**src/rtl/difftest_pkg.sv**
```systemverilog
// Shared types and constants for the difftest FP-writeback collector.
package difftest_pkg;

  localparam int DEST_W   = 32;
  localparam int DATA_W   = 64;
  localparam int COREID_W = 8;

  typedef struct packed {
    logic [DEST_W-1:0] dest;
    logic [DATA_W-1:0] data;
  } fpwb_entry_t;

  // Ceiling log2, usable in constant expressions (port widths, localparams).
  function automatic int clog2(input int value);
    int r;
    r = 0;
    for (int v = value - 1; v > 0; v = v >> 1) begin
      r++;
    end
    return r;
  endfunction

endpackage

```
**src/rtl/difftest_rr_arbiter.sv**
```systemverilog
// Round-robin arbiter: grants the first asserted request found when scanning
// upward from ptr, wrapping modulo N. Purely combinational; the caller owns
// the pointer so that a grant which is not accepted persists.
module difftest_rr_arbiter
  import difftest_pkg::*;
#(
  parameter int N     = 4,
  parameter int IDX_W = (N > 1) ? clog2(N) : 1
) (
  input  logic [N-1:0]     req,
  input  logic [IDX_W-1:0] ptr,
  output logic [N-1:0]     grant,
  output logic [IDX_W-1:0] grant_idx,
  output logic             any
);

  logic [IDX_W-1:0] idx;

  // Rotating-priority scan: the first hit wins, later hits are ignored.
  always_comb begin
    grant     = '0;
    grant_idx = '0;
    any       = 1'b0;
    idx       = ptr;
    for (int k = 0; k < N; k++) begin
      if (!any && req[idx]) begin
        any        = 1'b1;
        grant[idx] = 1'b1;
        grant_idx  = idx;
      end
      idx = (idx == IDX_W'(N - 1)) ? '0 : idx + 1'b1;
    end
  end

endmodule

```
**src/rtl/difftest_fpwb_arbiter.sv**
```systemverilog
// Collects FP writeback events from NUM_REQ ports through a round-robin
// arbiter into a FIFO, and drains one event per cycle to the difftest sink.
// Requesters are backpressured when the FIFO is full, so nothing is dropped.
module difftest_fpwb_arbiter
  import difftest_pkg::*;
#(
  parameter int NUM_REQ = 4,
  parameter int DEPTH   = 16,
  parameter int DEST_W  = 32,
  parameter int DATA_W  = 64
) (
  input  logic                      io_clock,
  input  logic                      io_reset_n,
  input  logic [COREID_W-1:0]       io_coreid,
  input  logic                      io_flush,
  input  logic [NUM_REQ-1:0]        io_req_valid,
  input  logic [NUM_REQ*DEST_W-1:0] io_req_dest,
  input  logic [NUM_REQ*DATA_W-1:0] io_req_data,
  output logic [NUM_REQ-1:0]        io_req_ready,
  output logic                      io_out_valid,
  input  logic                      io_out_ready,
  output logic [COREID_W-1:0]       io_out_coreid,
  output logic [DEST_W-1:0]         io_out_dest,
  output logic [DATA_W-1:0]         io_out_data,
  output logic [clog2(DEPTH+1)-1:0] io_count
);

  localparam int IDX_W = (NUM_REQ > 1) ? clog2(NUM_REQ) : 1;
  localparam int PTR_W = clog2(DEPTH);
  localparam int CNT_W = clog2(DEPTH + 1);

  logic [PTR_W-1:0]  wr_ptr_q, wr_ptr_d;
  logic [PTR_W-1:0]  rd_ptr_q, rd_ptr_d;
  logic [CNT_W-1:0]  count_q, count_d;
  logic [IDX_W-1:0]  rr_ptr_q, rr_ptr_d;

  // Storage is deliberately not reset; only pointers and count are.
  logic [DEST_W-1:0] mem_dest_q [DEPTH];
  logic [DATA_W-1:0] mem_data_q [DEPTH];

  logic [NUM_REQ-1:0] grant;
  logic [IDX_W-1:0]   grant_idx;
  logic               grant_any;
  logic               deq_req;
  logic               can_enq;
  logic               enq;
  logic               deq;
  logic [DEST_W-1:0]  enq_dest;
  logic [DATA_W-1:0]  enq_data;

  difftest_rr_arbiter #(
    .N     (NUM_REQ),
    .IDX_W (IDX_W)
  ) u_rr_arbiter (
    .req       (io_req_valid),
    .ptr       (rr_ptr_q),
    .grant     (grant),
    .grant_idx (grant_idx),
    .any       (grant_any)
  );

  // Handshakes: a full FIFO still accepts when the head leaves this cycle.
  // Reset and flush block both enqueue and dequeue.
  always_comb begin
    io_out_valid  = (count_q != '0);
    deq_req       = io_out_valid && io_out_ready;
    can_enq       = (count_q < CNT_W'(DEPTH)) || deq_req;
    enq           = grant_any && can_enq && !io_flush && io_reset_n;
    deq           = deq_req && !io_flush && io_reset_n;
    io_req_ready  = enq ? grant : '0;
    enq_dest      = io_req_dest[int'(grant_idx)*DEST_W +: DEST_W];
    enq_data      = io_req_data[int'(grant_idx)*DATA_W +: DATA_W];
    io_out_coreid = io_coreid;
    io_out_dest   = io_out_valid ? mem_dest_q[rd_ptr_q] : '0;
    io_out_data   = io_out_valid ? mem_data_q[rd_ptr_q] : '0;
    io_count      = count_q;
  end

  // Next pointers/count; flush clears everything, rr_ptr only moves on accept.
  always_comb begin
    wr_ptr_d = wr_ptr_q;
    rd_ptr_d = rd_ptr_q;
    count_d  = count_q;
    rr_ptr_d = rr_ptr_q;
    if (io_flush) begin
      wr_ptr_d = '0;
      rd_ptr_d = '0;
      count_d  = '0;
      rr_ptr_d = '0;
    end else begin
      if (enq) begin
        wr_ptr_d = wr_ptr_q + 1'b1;
        rr_ptr_d = (grant_idx == IDX_W'(NUM_REQ - 1)) ? '0 : grant_idx + 1'b1;
      end
      if (deq) begin
        rd_ptr_d = rd_ptr_q + 1'b1;
      end
      if (enq && !deq) begin
        count_d = count_q + 1'b1;
      end else if (!enq && deq) begin
        count_d = count_q - 1'b1;
      end
    end
  end

  // Control state register with synchronous active-low reset.
  always_ff @(posedge io_clock) begin
    if (!io_reset_n) begin
      wr_ptr_q <= '0;
      rd_ptr_q <= '0;
      count_q  <= '0;
      rr_ptr_q <= '0;
    end else begin
      wr_ptr_q <= wr_ptr_d;
      rd_ptr_q <= rd_ptr_d;
      count_q  <= count_d;
      rr_ptr_q <= rr_ptr_d;
    end
  end

  // Write the accepted event at the tail.
  always_ff @(posedge io_clock) begin
    if (enq) begin
      mem_dest_q[wr_ptr_q] <= enq_dest;
      mem_data_q[wr_ptr_q] <= enq_data;
    end
  end

endmodule

```
**config.mk**
```make
export PLATFORM = sky130hd
export DESIGN_NAME = difftest_fpwb_arbiter
export DESIGN_NICKNAME = d
export VERILOG_FILES = /design/src/rtl/difftest_pkg.sv /design/src/rtl/difftest_rr_arbiter.sv /design/src/rtl/difftest_fpwb_arbiter.sv
export SDC_FILE = /design/constraint.sdc
export NUM_CORES = 1
export LEC_CHECK = 0
export CAP_MARGIN = 20
export CELL_PAD_IN_SITES_DETAIL_PLACEMENT = 1
export CELL_PAD_IN_SITES_GLOBAL_PLACEMENT = 1
export CORE_MARGIN = 1.5
export CORE_UTILIZATION = 47
export CTS_CLUSTER_DIAMETER = 120
export CTS_CLUSTER_SIZE = 16
export DETAILED_ROUTE_END_ITERATION = 10
export PLACE_DENSITY_LB_ADDON = 0.1
export SLEW_MARGIN = 30
export SYNTH_ARGS = -nofsm -noshare
export SYNTH_HDL_FRONTEND = slang
export SYNTH_SLANG_ARGS = --single-unit
```
**constraint.sdc**
```tcl
create_clock -name io_clock -period 10.3 [get_ports io_clock]
set_clock_uncertainty 0.2 [all_clocks]
set_input_delay 1.03 -clock io_clock [delete_from_list [all_inputs] [get_ports io_clock]]
set_output_delay 1.03 -clock io_clock [all_outputs]
set_load 0.01 [all_outputs]
```
# --- Word level (Yosys, flattened, before mapping) ---
# Memory sizes are Yosys's and may differ from the RTL's. A register that Yosys moved wholly into a read port is not among the register bits.
# Cells that the tools add are included.
word_totals:
  regBits: 15
  mem_bits_rw: 1536
  output_inout_bits: 114
  wordCells: 101
  memories: 2
op_classes:
  addsub: 8
  n_lt_le_gt_ge: 9
  n_eq_ne: 4
  n_shift: 2
  mux: 43
  bitwise_logic: 4
  reduce_logical: 25
memory_table:
  columns: ["memory", "words", "width", "rd", "rd_ports_with_merged_regs", "wr", "line_no", "rtl"]
  rows:
  - ["mem_data_q", 16, 64, 1, 1, 1, "difftest_fpwb_arbiter.sv:39", "logic [DATA_W-1:0] mem_data_q [DEPTH];"]
  - ["mem_dest_q", 16, 32, 1, 1, 1, "difftest_fpwb_arbiter.sv:38", "logic [DEST_W-1:0] mem_dest_q [DEPTH];"]
op_table:
  columns: ["cell", "n"]
  rows:
  - ["indexed part select 256 x 9 -> 64 bit", 1]
  - ["indexed part select 128 x 8 -> 32 bit", 1]
  - ["two-way mux 64 bit", 1]
  - ["two-way mux 4 bit", 9]
  - ["two-way mux 32 bit", 1]
  - ["two-way mux 2 bit", 8]
  - ["logical AND 1 bit", 15]
  - ["two-way mux 1 bit", 14]
  - ["< comparator 2 x 3 -> 1 bit (second input constant)", 4]
  - ["OR 4 bit", 3]
  - ["two-way mux 5 bit", 2]
  - ["adder 2 x 1 -> 2 bit (second input constant)", 4]
  - ["adder 4 x 1 -> 4 bit (second input constant)", 2]
  - ["binary-select mux 1 bit (select 2 bit)", 4]
  - ["demux 1 bit (select 2 bit)", 4]
  - ["equality test 2 bit (second input constant)", 4]
  - ["greater-or-equal comparator 2 x 1 -> 1 bit (second input constant)", 4]
  - ["zero test 1 bit", 6]
  - ["adder 5 x 1 -> 5 bit (second input constant)", 1]
  - ["< comparator 5 bit (second input constant)", 1]
  - ["nonzero test 5 bit", 1]
  - ["subtractor 5 x 1 -> 5 bit (second input constant)", 1]
  - ["nonzero test 2 bit", 1]
  - ["OR reduction 2 bit", 1]
  - ["other kinds (2)", 2]

# --- Longest topological paths before layout ---
# Gate-level depths: netlist of run 1.
depth:
  depth_word: 19
  mapped_depth: 20
  depth_no_buf: 15

# --- Cells and area by module ---
# Synthesis of run 1 repeated with hierarchy kept, for this count alone.
unflattened:
  cells_unflattened: 2672
  area_unflattened_um2: 62125.8
modules_own_cells:
  columns: ["module", "instances", "cells_each", "area_each_um2"]
  rows:
  - ["difftest_fpwb_arbiter", 1, 2604, 61544.0]
  - ["difftest_rr_arbiter", 1, 68, 581.8]

# --- Least setup slack after synthesis of run 1 ---
# No wires, ideal clock.
synth_path:
  path_type: "reg-to-reg"
  start: "register rr_ptr_q[0]"
  end: "memory mem_data_q[0][0], enable pin"
  arrival_ps: 8840
  t_required_ps: 9432
  setup_slack_ps: 592
  path_stages_with_launch: 13
  path_buffers: 4
  synth_period_minus_slack_ps: 9708
  path_cell_list: "dfxtp_1 buf_2 inv_1 ha_1 clkbuf_1 buf_2 mux2i_1 mux2i_1 nand4bb_1 and2_1 clkbuf_1 nand2_1 nor3_1"
synth_via:
  elab_chain_cells: 17
  elab_cells_between_ends: 32
synth_lines:
  columns: ["item", "line_no", "rtl"]
  rows:
  - ["start, declared", "difftest_fpwb_arbiter.sv:35", "logic [IDX_W-1:0] rr_ptr_q, rr_ptr_d;"]
  - ["start signal, assigned", "difftest_fpwb_arbiter.sv:117", "rr_ptr_q <= rr_ptr_d;"]
  - ["parallel branches: the longest is 11 deep, another holds adder 2 x 1 -> 2 bit", null, null]
  - ["two-way mux 1 bit (*)", "difftest_rr_arbiter.sv:26", "if (!any && req[idx]) begin"]
  - ["logical AND 1 bit (*) (3 in series)", "difftest_fpwb_arbiter.sv:68", "enq = grant_any && can_enq && !io_flush && io_reset_n;"]
  - ["two-way mux 1 bit (*)", "difftest_fpwb_arbiter.sv:123", "if (enq) begin"]
  - ["two-way mux 1 bit (not written as such) (*)", "difftest_fpwb_arbiter.sv:125", "mem_data_q[wr_ptr_q] <= enq_data;"]
  - ["end, declared", "difftest_fpwb_arbiter.sv:39", null]
# Mark *: on every way between the ends. The select of a mux whose other input is x is not followed.

==> impl_metrics.toml, run 1 <==
[die]
io_pins = 514
dieHeight_microns = 366.0
die_x_microns = 366.0
core_sq_um = 130100
initial_core_util_pct = 47.58
rows = 132
die_area_sq_um = 133900

[min_path]
hold_path_class = "flop to flop"
hold_start = "rd_ptr_q[1]"

[timing]
relSlewSlack_pct = 33.16
fmax_mhz = 162.0
slew_viol_final = 0
rsz0062_at_grt = "no"
finalSetupTns_ps = 0
holdWs_ps = 305.7
fin_crit_sh_pct = 59.92
setup_viol = 0
post-route-min-period_ps = 6172
finalWorstSetupSlack_ps = 4128
tightest_slew_ps = 1003
hold_viol = 0

[synthesis]
syn_avg_cell_area_sq_um = 24.29
synth_cells = 2549
syn-cell-area_sq_um = 61920
synth.net_count = 2963
synth_ff_type = "edfxtp_1"
synth_edf_count = 1536
async_flop_share_pct = 0
ys_ff_latch = 1555
ys_types = 49
synth-seq-area-share_pct = 75.11
yosys_warnings = 0

[global_route]
grt.overflow.total = 0
grtUsageMet1_pct = 31.60
gr-max-usage-layer = "met2"
grt_pass1_vias = 32219
use_met3_pct = 3.027
grt_max_degree = 114
grt_use_met2_pct = 37.66
antenna_found_initial = 6
track_usage_pct = 22.31
grt_pass1_wl_microns = 218300

[critical_path]
cp_cell_sequence = "buf_4 -> buf_4 -> mux4_2 -> mux4_2 -> and2_1 -> clkdlybuf4s50_1"
path_max_fanout = 64
worst_ep_arrival_time_ps = 4940
critical_path_class = "flop to primary output"
max_stage_delay_ps = 900
cp_data_required_time_ps = 9070
cp_num_buf_inv = 3
path_delay_family = "buffers and inverters"
crit_slowest_cell = "dfxtp_4"
critPathLaunchType = "flop"
worstReg2RegStart = "rr_ptr_q[0]"
endpoint_kind = "primary output"

[clocking]
cts.sinks = 1555
clockBufferDepth = 3
cts-root-buf = "clkbuf_16"
cts_buffers = 107
htreeDepth = 3
cts_resized = 0
postCtsSetupRepairBufs = 0
cts.clk_slew.worst_paths_ps = 80
cts_tree = "built"
clk-insertion-delay-late_ps = 690
holdBufCountCts = 0

[route]
wire_per_inst_microns = 30.76
drt_iter0_drc = 2564
vias = 28990
drc = 0
drtAntennaViolNets = 0
vias_per_cell = 6.032
drt_pass1_iterations = 5
routed_wl_microns = 147900

[placement]
portBuffers = 497
dp_hpwl_microns = 80030
dp_slack_ps = 4533
routabilityCongestion = 0.7577
dpl_cell_area_sq_um = 69110

[run]
cap_violations = 0

[layout]
drive_above_1_share_pct = 24.97
antenna_cells = 0
fin_nets = 3457
fin_area_sq_um = 71960
area_delta_synth_final_pct = 16.22

[status]
outcome = "completed"

[pwr]
power_density_nw_per_um2 = 210.6
power_mw = 15.16
ir_worst_vdd_v = 0.0001816
p_leak_nw = 21.38
[cell usage in the layout (no fill, tap or decap), types with 8 or more instances in the layout]
cell type        instances
edfxtp_1              1536
nand2_1                 11
a21oi_1                 10
nor2_1                  17
clkdlybuf4s50_1        497
inv_1                    8
mux2i_1                  8
buf_4                   28
dfxtp_1                 15
nor2_4                  12
clkbuf_16              107
buf_12                  14
ha_1                    13
mux4_2                 577
and2_1                  99
clkbuf_1                20
[worst min-delay path: cells and delay by family, from the launching register on]
| kind | cells | cell delay, ps |
|---|---|---|
| flops | 1 | 330 |
| simple gates | 1 | 60 |
| compound gates | 1 | 70 |
[flip-flops by register name, summed over array words and instances, names as in the netlist, named ones only]
register	cells
rd_ptr_q	4
rr_ptr_q	2
wr_ptr_q	4
mem_dest_q	512
mem_data_q	1024
io_count	5
[metrics by stage]
step	cells	utilization, %
2_1_floorplan	2549	-
3_3_place_gp	4670	53.01
3_5_place_dp	4674	53.10
4_1_cts	4804	55.25
5_1_grt	4806	55.29
6_report	4806	55.29
[cell type report]
type                       count  area, sq um
fill                       10991        58180
sequential                  1555        46520
multi-input combinational    825        14790
timing repair buffer         546         5642
clock buffer                 127         2753
tap                         1742         2180
clock inverter                 3        48.80
inverter                       8        30.03
[worst paths after layout]
path	to	cells after the start	slack, ps
setup / recovery	io_out_data[4]	6	4130
hold / removal	flop	2	310
setup reg to reg	mem_data_q[14][18]	9	4760
hold reg to reg	flop	2	310
[logic make-up after synthesis]
kind of cell | share of synthesized area, %
AND/OR/NAND/NOR | 1.570
buffers and inverters | 1.237
AO/OA/AOI/OAI | 0.5335
adder cells (fa/ha/maj) | 0.2950
flip-flops | 75.11
multiplexers | 21.12
XOR/XNOR | 0.1414
[cells in the mapped netlist (4+ instances only)]
master | number | area, sq um
edfxtp_1 | 1536 | 46120
mux4_2 | 577 | 12990
and2_1 | 99 | 619.3
clkbuf_1 | 94 | 352.8
nor2_1 | 29 | 108.9
buf_1 | 26 | 97.59
buf_2 | 22 | 110.1
dfxtp_1 | 19 | 380.4
buf_4 | 16 | 120.1
ha_1 | 13 | 162.7
nand2_1 | 12 | 45.04
a21oi_1 | 10 | 50.05
inv_1 | 8 | 30.03
mux2i_1 | 8 | 80.08
a22oi_1 | 6 | 45.04
nand3_1 | 6 | 30.03
nor3_1 | 6 | 30.03
xor2_1 | 6 | 52.55
nand2b_1 | 5 | 31.28
o21ai_0 | 5 | 25.02
a22o_1 | 4 | 35.03
o21a_1 | 4 | 30.03
xnor2_1 | 4 | 35.03
[report_power, final]
group | internal, mW | total [mW] | switching (mW)
clock network | 1.86 | 3.84 | 1.97
logic | 1.08 | 2.96 | 1.88
registers | 8.32 | 8.36 | 0.0439
[per-layer routing]
| metal | share of wire, % | routed length (microns) | vias to the layer above |
|---|---|---|---|
| li1 | - | - | 11939 |
| met1 | 42 | 62490 | 16014 |
| met2 | 51 | 75330 | 901 |
| met3 | 5.4 | 8039 | 136 |
| met4 | 1.3 | 1993 | 0 |
| met5 | 0 | 0 | - |
Note: power is estimated with default switching activity, not from simulation.
==> run 2: changes to the inputs <==
- CORE_UTILIZATION: 47 -> 52
- clock period: 10.3 -> 5.9 ns (I/O delays scaled with it)
==> impl_metrics.toml, run 2 (synthesis results as in run 1) <==
[status]
outcome = "completed"

[critical_path]
max_stage_delay_ps = 690
ff2ff_path_depth = 9
critPathLaunchType = "flop"
path_max_fanout = 16
endpoint_kind = "primary output"
critical_path_class = "flop to primary output"
cp_data_required_time_ps = 5110
crit_slowest_cell = "ha_1"
worst_ep_arrival_time_ps = 4320
critical_path.most_common_cell = "mux2i_1"
cp_cell_sequence = "inv_1 -> ha_1 -> mux2i_1 -> mux2i_1 -> nand4bb_1 -> and2_1 -> o21a_1 -> clkdlybuf4s50_1"

[min_path]
worstHoldPathCells = 2
hold_path_class = "flop to flop"

[pwr]
ir_worst_vdd_v = 0.0003821
power_frac_seq_pct = 54.8
p_leak_nw = 21.55
power_density_nw_per_um2 = 369.1
power_mw = 26.64
p_sw_mw = 6.851
p_clk_share_pct = 25.7
p_comb_share_pct = 19.5
p_int_mw = 19.79
switching_share_pct = 25.72

[route]
vias = 29337
drtAntennaViolNets = 0
drt_iter0_drc = 2633
drt_pass1_iterations = 5
vias_per_cell = 6.340
routed_wl_microns = 146500
wire_per_inst_microns = 31.66
drc = 0

[timing]
relSlewSlack_pct = 36.76
finalSetupTns_ps = 0
post-route-min-period_ps = 5115
fin_crit_sh_pct = 86.69
fmax_mhz = 195.5
hold_viol = 0
slew_viol_final = 0
tightest_slew_ps = 946.4
rsz0062_at_grt = "no"
setup_viol = 0
holdWs_ps = 308.0

[layout]
largest_reg_flops = 1024
nFillCells = 9429
regArea_sq_um = 46520
top_register = "mem_data_q"
fin_nets = 3476
multi_input_area_sq_um = 14820
drive_above_1_share_pct = 25.54
mostFrequentLayoutCell = "edfxtp_1"
area_delta_synth_final_pct = 16.54
fin_area_sq_um = 72160
layout_common_cells = "1536 x edfxtp_1, 577 x mux4_2, 497 x clkdlybuf4s50_1"

[global_route]
antenna_found_initial = 1
grt_pass1_vias = 32356
grt_max_degree = 78
track_usage_pct = 24.63
grt_pass1_wl_microns = 216900
grt.overflow.total = 0

[die]
initial_core_util_pct = 52.44
core_sq_um = 118100
io_pins = 514
dieHeight_microns = 348.1
die_x_microns = 348.1
die_area_sq_um = 121200
rows = 126

[clocking]
cts.sinks = 1555
clockBufferDepth = 3
cts_resized = 0
holdBufCountCts = 0
cts_tree = "built"
cts-root-buf = "clkbuf_16"
htreeDepth = 3
cts.clk_slew.worst_paths_ps = 70
clk-insertion-delay-late_ps = 710
cts_buffers = 107
postCtsSetupRepairBufs = 0

[placement]
dp_hpwl_microns = 83500
routabilityCongestion = 0.7663
portBuffers = 497
dpl_cell_area_sq_um = 69250

[run]
cap_violations = 0
run 2: cell count changes in the layout (fill, tap and decap cells not counted), moves of 2 or more:
| cell | delta |
|---|---|
| buf_16 | -6 |
| diode_2 | +2 |
| nor3_4 | +4 |
| nor3_2 | -4 |
| clkbuf_16 | +3 |
| buf_12 | +24 |
| buf_4 | +2 |
run 2: cell type report:
type                    count  area share (%)
clock inverters             5          0.1023
flip-flops and latches   1555           64.47
clock buffers             131           3.924
repair buffers            565           8.261
diodes                      2        0.006936
multi-input cells         825           20.53
well taps                1536           2.663
inverters                   8         0.04162
run 2: final timing paths:
check        slack, ps                 to         from
max                790    io_req_ready[3]  rr_ptr_q[0]
min                310               flop  rd_ptr_q[1]
max reg2reg        850  mem_data_q[8][41]  rr_ptr_q[0]
min reg2reg        310               flop  rd_ptr_q[1]
run 2: through the flow:
stage	cells	worst slack (ps)	util, %
detailed placement	4489	808.0	58.64
global placement	4489	1256	58.64
CTS	4625	762.8	61.10
floorplan	2549	-1231	-
finish	4627	785.3	61.11
global route	4625	474.0	61.10
run 2: worst max-delay path: cells and delay by family, from the launching register on:
kind                     cells  cell delay [ps]
AND/OR/NAND/NOR              2              780
buffers and inverters        2              750
adder cells (fa/ha/maj)      1              690
flip-flops                   1              660
multiplexers                 2              480
AO/OA/AOI/OAI                1              260
run 2: power by group through the flow:
stage / sequential [mW] / combinational [mW] / clock, mW
6_report: 14.6 / 5.19 / 6.84
5_1_grt: 14.6 / 5.64 / 7.26
4_1_cts: 14.6 / 5.31 / 6.99
3_5_place_dp: 14.9 / 5.31 / 0
3_3_place_gp: 14.8 / 4.94 / 0
2_1_floorplan: 14.8 / 3.19 / 0
run 2: routing by layer:
layer	global-route usage (%)	vias to the layer above	part of all wire (%)
li1	-	11992	-
met2	42.84	998	53
met1	33.69	16157	40
met3	3.224	190	5.2
met5	0	-	0
met4	5.285	0	1.9
